### config.mk
export PLATFORM = sky130hd
export DESIGN_NAME = imem_responder
export DESIGN_NICKNAME = d
export VERILOG_FILES = /design/src/rtl/imem_responder_pkg.sv /design/src/rtl/imem_responder_resp_fifo.sv /design/src/rtl/imem_responder.sv
export SDC_FILE = /design/constraint.sdc
export NUM_CORES = 2
export LEC_CHECK = 0
export ABC_AREA = 1
export BUFFER_PORTS_ARGS = -buffer_cell sky130_fd_sc_hd__buf_4
export CAP_MARGIN = 20
export CORE_ASPECT_RATIO = 1.75
export CORE_UTILIZATION = 35
export CTS_CLUSTER_SIZE = 20
export DETAILED_ROUTE_END_ITERATION = 8
export GPL_ROUTABILITY_DRIVEN = 0
export GPL_TIMING_DRIVEN = 0
export SYNTH_ARGS = -nofsm -noshare
export SYNTH_HDL_FRONTEND = slang
export SYNTH_HIERARCHICAL = 1
export SYNTH_SLANG_ARGS = --single-unit
### constraint.sdc
create_clock -name clock -period 87.1 [get_ports clock]
set_input_delay 13.065 -clock clock [delete_from_list [all_inputs] [get_ports clock]]
set_output_delay 13.065 -clock clock [all_outputs]
set_load 0.01 [all_outputs]
### src/rtl/imem_responder_pkg.sv
// Shared definitions for the instruction-memory responder.
//   NOP                  : instruction returned for misaligned / out-of-range fetches
//   DEFAULT_DEPTH_WORDS  : default number of 32-bit instruction words
//   DEFAULT_FIFO_DEPTH   : default number of buffered responses
//   rsp_entry_t          : one buffered response {data, err}
//   word_in_range()      : true when a byte address selects an existing word
package imem_responder_pkg;

  localparam logic [31:0] NOP                 = 32'h0000_0013;
  localparam int          DEFAULT_DEPTH_WORDS = 64;
  localparam int          DEFAULT_FIFO_DEPTH  = 2;

  typedef struct packed {
    logic [31:0] data;
    logic        err;
  } rsp_entry_t;

  localparam int RSP_W = $bits(rsp_entry_t);

  // Word index is addr[31:2]; compare at 32 bits so large addresses never alias.
  function automatic logic word_in_range(input logic [31:0] addr, input int depth_words);
    return {2'b00, addr[31:2]} < 32'(depth_words);
  endfunction

endpackage

### src/rtl/imem_responder_resp_fifo.sv
// resp_fifo: small circular response buffer with synchronous flush.
//   clock, reset     : rising-edge clock, asynchronous active-high reset
//   flush            : empties the buffer at the edge; blocks push and pop that cycle
//   push, push_data  : write an entry (taken when not full, or when popping the same edge)
//   pop              : consumer takes the head (ignored when empty)
//   valid, full      : buffer holds at least one / DEPTH entries
//   head_data        : oldest entry, stable until popped
module resp_fifo #(
  parameter int DEPTH = 2,
  parameter int WIDTH = 33
) (
  input  logic             clock,
  input  logic             reset,
  input  logic             flush,
  input  logic             push,
  input  logic [WIDTH-1:0] push_data,
  input  logic             pop,
  output logic             valid,
  output logic             full,
  output logic [WIDTH-1:0] head_data
);

  localparam int PTR_W = (DEPTH > 1) ? $clog2(DEPTH) : 1;
  localparam int CNT_W = $clog2(DEPTH + 1);
  localparam logic [PTR_W-1:0] LAST_PTR = PTR_W'(DEPTH - 1);
  localparam logic [CNT_W-1:0] FULL_CNT = CNT_W'(DEPTH);

  logic [WIDTH-1:0] mem_q [DEPTH];
  logic [WIDTH-1:0] mem_d [DEPTH];
  logic [PTR_W-1:0] wr_ptr_q, wr_ptr_d;
  logic [PTR_W-1:0] rd_ptr_q, rd_ptr_d;
  logic [CNT_W-1:0] count_q, count_d;
  logic             do_push, do_pop;

  // Pointers wrap explicitly so non-power-of-two depths work.
  function automatic logic [PTR_W-1:0] next_ptr(input logic [PTR_W-1:0] p);
    return (p == LAST_PTR) ? '0 : p + 1'b1;
  endfunction

  assign valid     = (count_q != '0);
  assign full      = (count_q == FULL_CNT);
  assign head_data = mem_q[rd_ptr_q];

  always_comb begin
    // NOTE: every variable gets a default before any branch so no latch is inferred.
    mem_d    = mem_q;
    wr_ptr_d = wr_ptr_q;
    rd_ptr_d = rd_ptr_q;
    count_d  = count_q;
    do_pop   = pop && valid && !flush;
    // A full buffer still accepts when the head leaves at the same edge.
    do_push  = push && !flush && (!full || do_pop);

    if (flush) begin
      wr_ptr_d = '0;
      rd_ptr_d = '0;
      count_d  = '0;
    end else begin
      if (do_push) begin
        mem_d[wr_ptr_q] = push_data;
        wr_ptr_d        = next_ptr(wr_ptr_q);
      end
      if (do_pop) begin
        rd_ptr_d = next_ptr(rd_ptr_q);
      end
      case ({do_push, do_pop})
        2'b10:   count_d = count_q + 1'b1;
        2'b01:   count_d = count_q - 1'b1;
        default: count_d = count_q;
      endcase
    end
  end

  // NOTE: sequential state uses non-blocking assignments only; blocking is reserved for always_comb.
  always_ff @(posedge clock or posedge reset) begin
    if (reset) begin
      // NOTE: the storage array is reset too, so the head reads zero while reset is held.
      mem_q    <= '{default: '0};
      wr_ptr_q <= '0;
      rd_ptr_q <= '0;
      count_q  <= '0;
    end else begin
      mem_q    <= mem_d;
      wr_ptr_q <= wr_ptr_d;
      rd_ptr_q <= rd_ptr_d;
      count_q  <= count_d;
    end
  end

endmodule

### src/rtl/imem_responder.sv
// imem_responder: register-file instruction memory answering fetches through a
// response FIFO, with a side port for program loading.
//   clock, reset          : rising-edge clock, asynchronous active-high reset
//   req_valid/addr/ready  : fetch request handshake (byte address, word aligned)
//   rsp_valid/data/err    : head of the response FIFO; err flags misaligned/out-of-range
//   rsp_ready             : consumer takes the head
//   flush                 : drop all buffered responses (redirect)
//   ld_we/addr/data       : program-load write; bad addresses are ignored
//   fetch_cnt             : saturating count of consumed responses
module imem_responder
  import imem_responder_pkg::*;
#(
  parameter int DEPTH_WORDS = DEFAULT_DEPTH_WORDS,
  parameter int FIFO_DEPTH  = DEFAULT_FIFO_DEPTH
) (
  input  logic        clock,
  input  logic        reset,
  input  logic        req_valid,
  input  logic [31:0] req_addr,
  output logic        req_ready,
  output logic        rsp_valid,
  output logic [31:0] rsp_data,
  output logic        rsp_err,
  input  logic        rsp_ready,
  input  logic        flush,
  input  logic        ld_we,
  input  logic [31:0] ld_addr,
  input  logic [31:0] ld_data,
  output logic [15:0] fetch_cnt
);

  localparam int IDX_W = (DEPTH_WORDS > 1) ? $clog2(DEPTH_WORDS) : 1;

  logic [31:0] mem_q [DEPTH_WORDS];
  logic [31:0] mem_d [DEPTH_WORDS];
  logic [15:0] fetch_cnt_q, fetch_cnt_d;

  logic [IDX_W-1:0] req_idx, ld_idx;
  logic             ld_ok;
  logic             fifo_full;
  logic             push, pop_fire;
  rsp_entry_t       req_entry, head_entry;

  assign req_idx = req_addr[IDX_W+1:2];
  assign ld_idx  = ld_addr[IDX_W+1:2];
  assign ld_ok   = ld_we && (ld_addr[1:0] == 2'b00) && word_in_range(ld_addr, DEPTH_WORDS);

  assign req_ready = !reset && !flush && (!fifo_full || rsp_ready);
  assign push      = req_valid && req_ready;
  assign pop_fire  = rsp_valid && rsp_ready && !flush;

  // Fetch reads the registered array, so a same-edge load is seen only by later fetches.
  always_comb begin
    req_entry = '{data: NOP, err: 1'b1};
    if ((req_addr[1:0] == 2'b00) && word_in_range(req_addr, DEPTH_WORDS)) begin
      req_entry = '{data: mem_q[req_idx], err: 1'b0};
    end
  end

  always_comb begin
    mem_d       = mem_q;
    fetch_cnt_d = fetch_cnt_q;
    if (ld_ok) begin
      mem_d[ld_idx] = ld_data;
    end
    if (pop_fire && (fetch_cnt_q != 16'hFFFF)) begin
      fetch_cnt_d = fetch_cnt_q + 16'd1;
    end
  end

  always_ff @(posedge clock or posedge reset) begin
    if (reset) begin
      mem_q       <= '{default: '0};
      fetch_cnt_q <= '0;
    end else begin
      mem_q       <= mem_d;
      fetch_cnt_q <= fetch_cnt_d;
    end
  end

  resp_fifo #(
    .DEPTH (FIFO_DEPTH),
    .WIDTH (RSP_W)
  ) u_resp_fifo (
    .clock     (clock),
    .reset     (reset),
    .flush     (flush),
    .push      (push),
    .push_data (req_entry),
    .pop       (rsp_ready),
    .valid     (rsp_valid),
    .full      (fifo_full),
    .head_data (head_entry)
  );

  assign rsp_data  = head_entry.data;
  assign rsp_err   = head_entry.err;
  assign fetch_cnt = fetch_cnt_q;

endmodule

==> flow_results.org <==
** STA
- Share of the clock period used by the worst path after layout :: 30.6%
- For this run, the top clock speed supported by timing is 37.5 MHz.
- Once routing completed, OpenROAD measured the worst setup slack at 60.41 ns.
- The routed design could run at a clock period as short as 26.69 ns.
- At the pin with the least slew margin, the transition time is 1.37 ns.
- Final-layout setup total negative slack :: 0 ns
- Setup violators final :: 0
- Worst-case headroom to the max-slew limit :: 8.50%
- Clock skew on the completed layout was measured at 0.0613 ns.
- Final Slew Violations :: 0
- Setup repair after global routing left no endpoint under its margin.
- The number of hold-slack violations in the final timing report was 0.

** Global routing
- Number of global-route vias before repair :: 92.1k
- The initial antenna violation count is 65.
- The first global-routing pass estimated 724 mm of wire.
- Across every metal layer, demand over resource in global routing totals 36.3%.
- Pin count of the biggest net entering global routing :: 129
- Global routing finished with a remaining overflow of 0.

** Hold path
- The tightest min-delay check is of the reg -> reg type.

** Drt
- Average wire per cell in the routed design :: 32.0 um
- Dividing the detail-routed via count by the number of cells gives 5.93.
- Remaining number of nets flagged by the antenna check after routing :: 0
- Summed over all layers, the routed wires come to 525 mm.
- Post-route DRC :: 0
- For this run, the detailed router's first-pass iteration total came to 7.
- Across all layers, the routed design uses 97.5k vias.
- The first routing iteration left 13.7k violations.

** Logic synthesis
- Sorting the synthesized cells by area gives the leading types as sky130_fd_sc_hd__dfrtp_1 54%, sky130_fd_sc_hd__nand2_1 16%, sky130_fd_sc_hd__nand3_1 10%, sky130_fd_sc_hd__o21ai_1 9.1%, sky130_fd_sc_hd__buf_6 2.9%.
- Averaged over all synthesized cells, the footprint is 8.30 um^2.
- The number of nets in the synthesized netlist is 12.1k.
- Share of the yosys chip area belonging to registers :: 53.6%
- Yosys printed 6 warnings.
- The mapped netlist covers 99600 um^2.
- Of all cell types, the one taking the most synthesized area is sky130_fd_sc_hd__dfrtp_1.
- For this run, the leading register cell type out of synthesis is sky130_fd_sc_hd__dfrtp_1.
- Number of flops mapped to enable cells by yosys :: 0
- Async SR Flop Fraction :: 100%
- Post-synthesis sequential element count :: 2134
- Distinct cell type count after synthesis :: 31
- Synthesis handed over a netlist of 12.0k instances.
- The top cell type by area accounts for 53.6% of the synthesized area.

** Clock tree
- Maximum number of buffers from clock root to sink :: 4
- After clock tree synthesis, the clock-pin slew on the worst setup and hold paths is 0.06 ns.
- The tree is rooted in a sky130_fd_sc_hd__clkbuf_16.
- # hold bufs at CTS :: 0
- In this run the number of H-tree levels came out at 4.
- Once the clock tree was built, the resizer swapped 0 gates to a different size.
- TritonCTS created 199 clock buffers.
- For this design, the sink count on the clock tree is 2134.
- The later pin in the worst-skew pair is clocked with a latency of 0.95 ns.
- TritonCTS built the clock tree.
- Post-CTS timing repair inserted 0 buffers for setup.

** Floorplan
- Once the floorplan was initialized, standard cells occupied 35.3% of the core.
- Area of the core :: 282000 um^2
- Vertical die dimension :: 708 um
- Std-Cell Rows :: 258
- In this run the count of I/O pins placed on the die edge is 153.
- The die covers 287000 um^2.
- In this run the horizontal extent of the chip is 405 um.

** Setup path
- The worst setup path is captured at an output port.
- STA classifies the critical path startpoint as an input port.
- Of all nets on the critical path, the largest fanout is 6.
- Worst Path Arrival :: 13.63 ns
- For the worst setup path, the data required time is 74.04 ns.
- Path type of the worst setup path :: in -> out

** Outcome
- The flow ran to the end, and the final reports show no timing, DRC or antenna violations.

** Finish
- Post-layout instance count excluding filler cells :: 16.4k
- Layout cells sized above 1 :: 10.8%
- Summing all flip-flop and latch instances after layout gives 53400 um^2.
- The final layout contains 12.5k nets.
- Once layout is complete, the utilization of the core stands at 40.4%.
- Area occupied by multi-input gates :: 39400 um^2
- Number of filler cells placed in the layout :: 29.1k
- Layout overhead on the synthesized area :: 14.7%

** Job
- Number of maximum-capacitance violations :: 0

** Power and ir drop
- The analysis attributes to cell leakage a power of 49.8 nW.
- IR analysis of the VDD net gives a maximum drop of 14.4 uV.
- P per Cell Area :: 18.7 nW/um^2

** Placed design
- Instance count after placement with tap cells included :: 16.0k
- Worst-case setup slack after placement :: 60.40 ns
- Detailed placement finished with a half-perimeter wire length of 369 mm.
- Input and output buffers added on the ports amount to 148.
==> power by group <==
part           leakage (nW)  switching [mW]  total (mW)  internal [mW]
registers              29.8         0.00184       0.994          0.992
logic                  16.7           0.180       0.219         0.0396
clock network          3.25           0.422       0.927          0.505
==> synth_stat cells, types with 2 or more instances <==
library cell	instances
sky130_fd_sc_hd__a21oi_1	2
sky130_fd_sc_hd__buf_1	67
sky130_fd_sc_hd__buf_12	6
sky130_fd_sc_hd__buf_2	291
sky130_fd_sc_hd__buf_4	16
sky130_fd_sc_hd__buf_6	255
sky130_fd_sc_hd__clkbuf_1	415
sky130_fd_sc_hd__clkinv_1	33
sky130_fd_sc_hd__dfrtp_1	2134
sky130_fd_sc_hd__inv_1	60
sky130_fd_sc_hd__inv_2	4
sky130_fd_sc_hd__nand2_1	4361
sky130_fd_sc_hd__nand2_8	60
sky130_fd_sc_hd__nand3_1	1993
sky130_fd_sc_hd__nand4_1	8
sky130_fd_sc_hd__nor2_1	147
sky130_fd_sc_hd__o21ai_0	167
sky130_fd_sc_hd__o21ai_1	1820
sky130_fd_sc_hd__o21ai_2	130
sky130_fd_sc_hd__xnor2_1	5
sky130_fd_sc_hd__xor2_1	9
==> area by class of cell <==
cell class                      instances  share of cell area [%]
Sequential cell                      2134                    46.8
Multi-Input combinational cell       8711                    34.5
Buffer                               1051                    5.62
Clock buffer                          297                    5.18
Tap cell                             3770                    4.13
Timing Repair Buffer                  250                    2.74
Clock inverter                         55                   0.553
Inverter                               97                   0.336
Antenna cell                           66                   0.145
==> per-layer routing <==
layer | routed length [um] | GRT usage, % | part of all wire (%)
met4 | 72200 | 39.3 | 14
met5 | 467 | 0.477 | 0.089
met3 | 58600 | 12.2 | 11
met1 | 162000 | 37.1 | 31
met2 | 231000 | 55.7 | 44
==> stage by stage <==
stage               hold slack [ns]  total power, mW  cell area (um^2)
floorplan                     0.453             1.10             99600
global placement              0.464             1.21            105000
detailed placement            0.468             1.21            107000
CTS                           0.484             2.11            114000
global route                  0.494             2.16            114000
finish                        0.484             2.14            114000
==> flip-flops by register name (all words and copies together), names as in the netlist <==
name                  flops
u_resp_fifo/count_q       2
mem_q                  2048
u_resp_fifo/wr_ptr_q      1
u_resp_fifo/rd_ptr_q      1
u_resp_fifo/mem_q        66
fetch_cnt                16
==> placed cells by master (no fill, tap or decap), drive strengths merged <==
master	synthesis	routed
a211oi	1	1
a21oi	2	2
and2	1	1
buf	635	883
bufinv	0	12
clkbuf	416	715
clkinv	33	65
clkinvlp	0	3
dfrtp	2134	2134
diode	0	66
ha	1	1
inv	64	72
nand2	4422	4422
nand3	1993	1993
nand3b	1	1
nand4	8	8
nor2	148	148
nor3b	1	1
o21ai	2117	2117
o22ai	1	1
or2	1	1
xnor2	5	5
xor2	9	9
==> critical path, stage by stage <==
cell,delay (ns)
sky130_fd_sc_hd__buf_4,0.12
sky130_fd_sc_hd__inv_1,0.04
sky130_fd_sc_hd__a211oi_1,0.23
sky130_fd_sc_hd__buf_4,0.17
==> path summary, 6_finish.rpt <==
check                                         to                   from  depth (start not counted)  slack [ns]
max                                    req_ready              rsp_ready                          4       60.41
min                        u_resp_fifo/mem_q[16]  u_resp_fifo/mem_q[16]                          2        0.48
max reg2reg                u_resp_fifo/mem_q[24]             mem_q[503]                         10       83.63
min reg2reg                u_resp_fifo/mem_q[16]  u_resp_fifo/mem_q[16]                          2        0.48
max in group asynchronous              mem_q[17]                  reset                          6       72.15
min in group asynchronous            mem_q[1347]                  reset                          2       12.33
==> logic make-up (layout without fill, tap and decap cells) <==
family,count (synthesis),after routing,synth area share [%]
xor+xnor,14,14,0.123
simple gates,6575,6575,28.3
buf+inv,1148,1750,6.77
fa+ha+maj,1,1,0.0126
flops,2134,2134,53.6
compound gates,2121,2121,11.2
other cells,0,66,0
(Power assumes the default switching activity.)
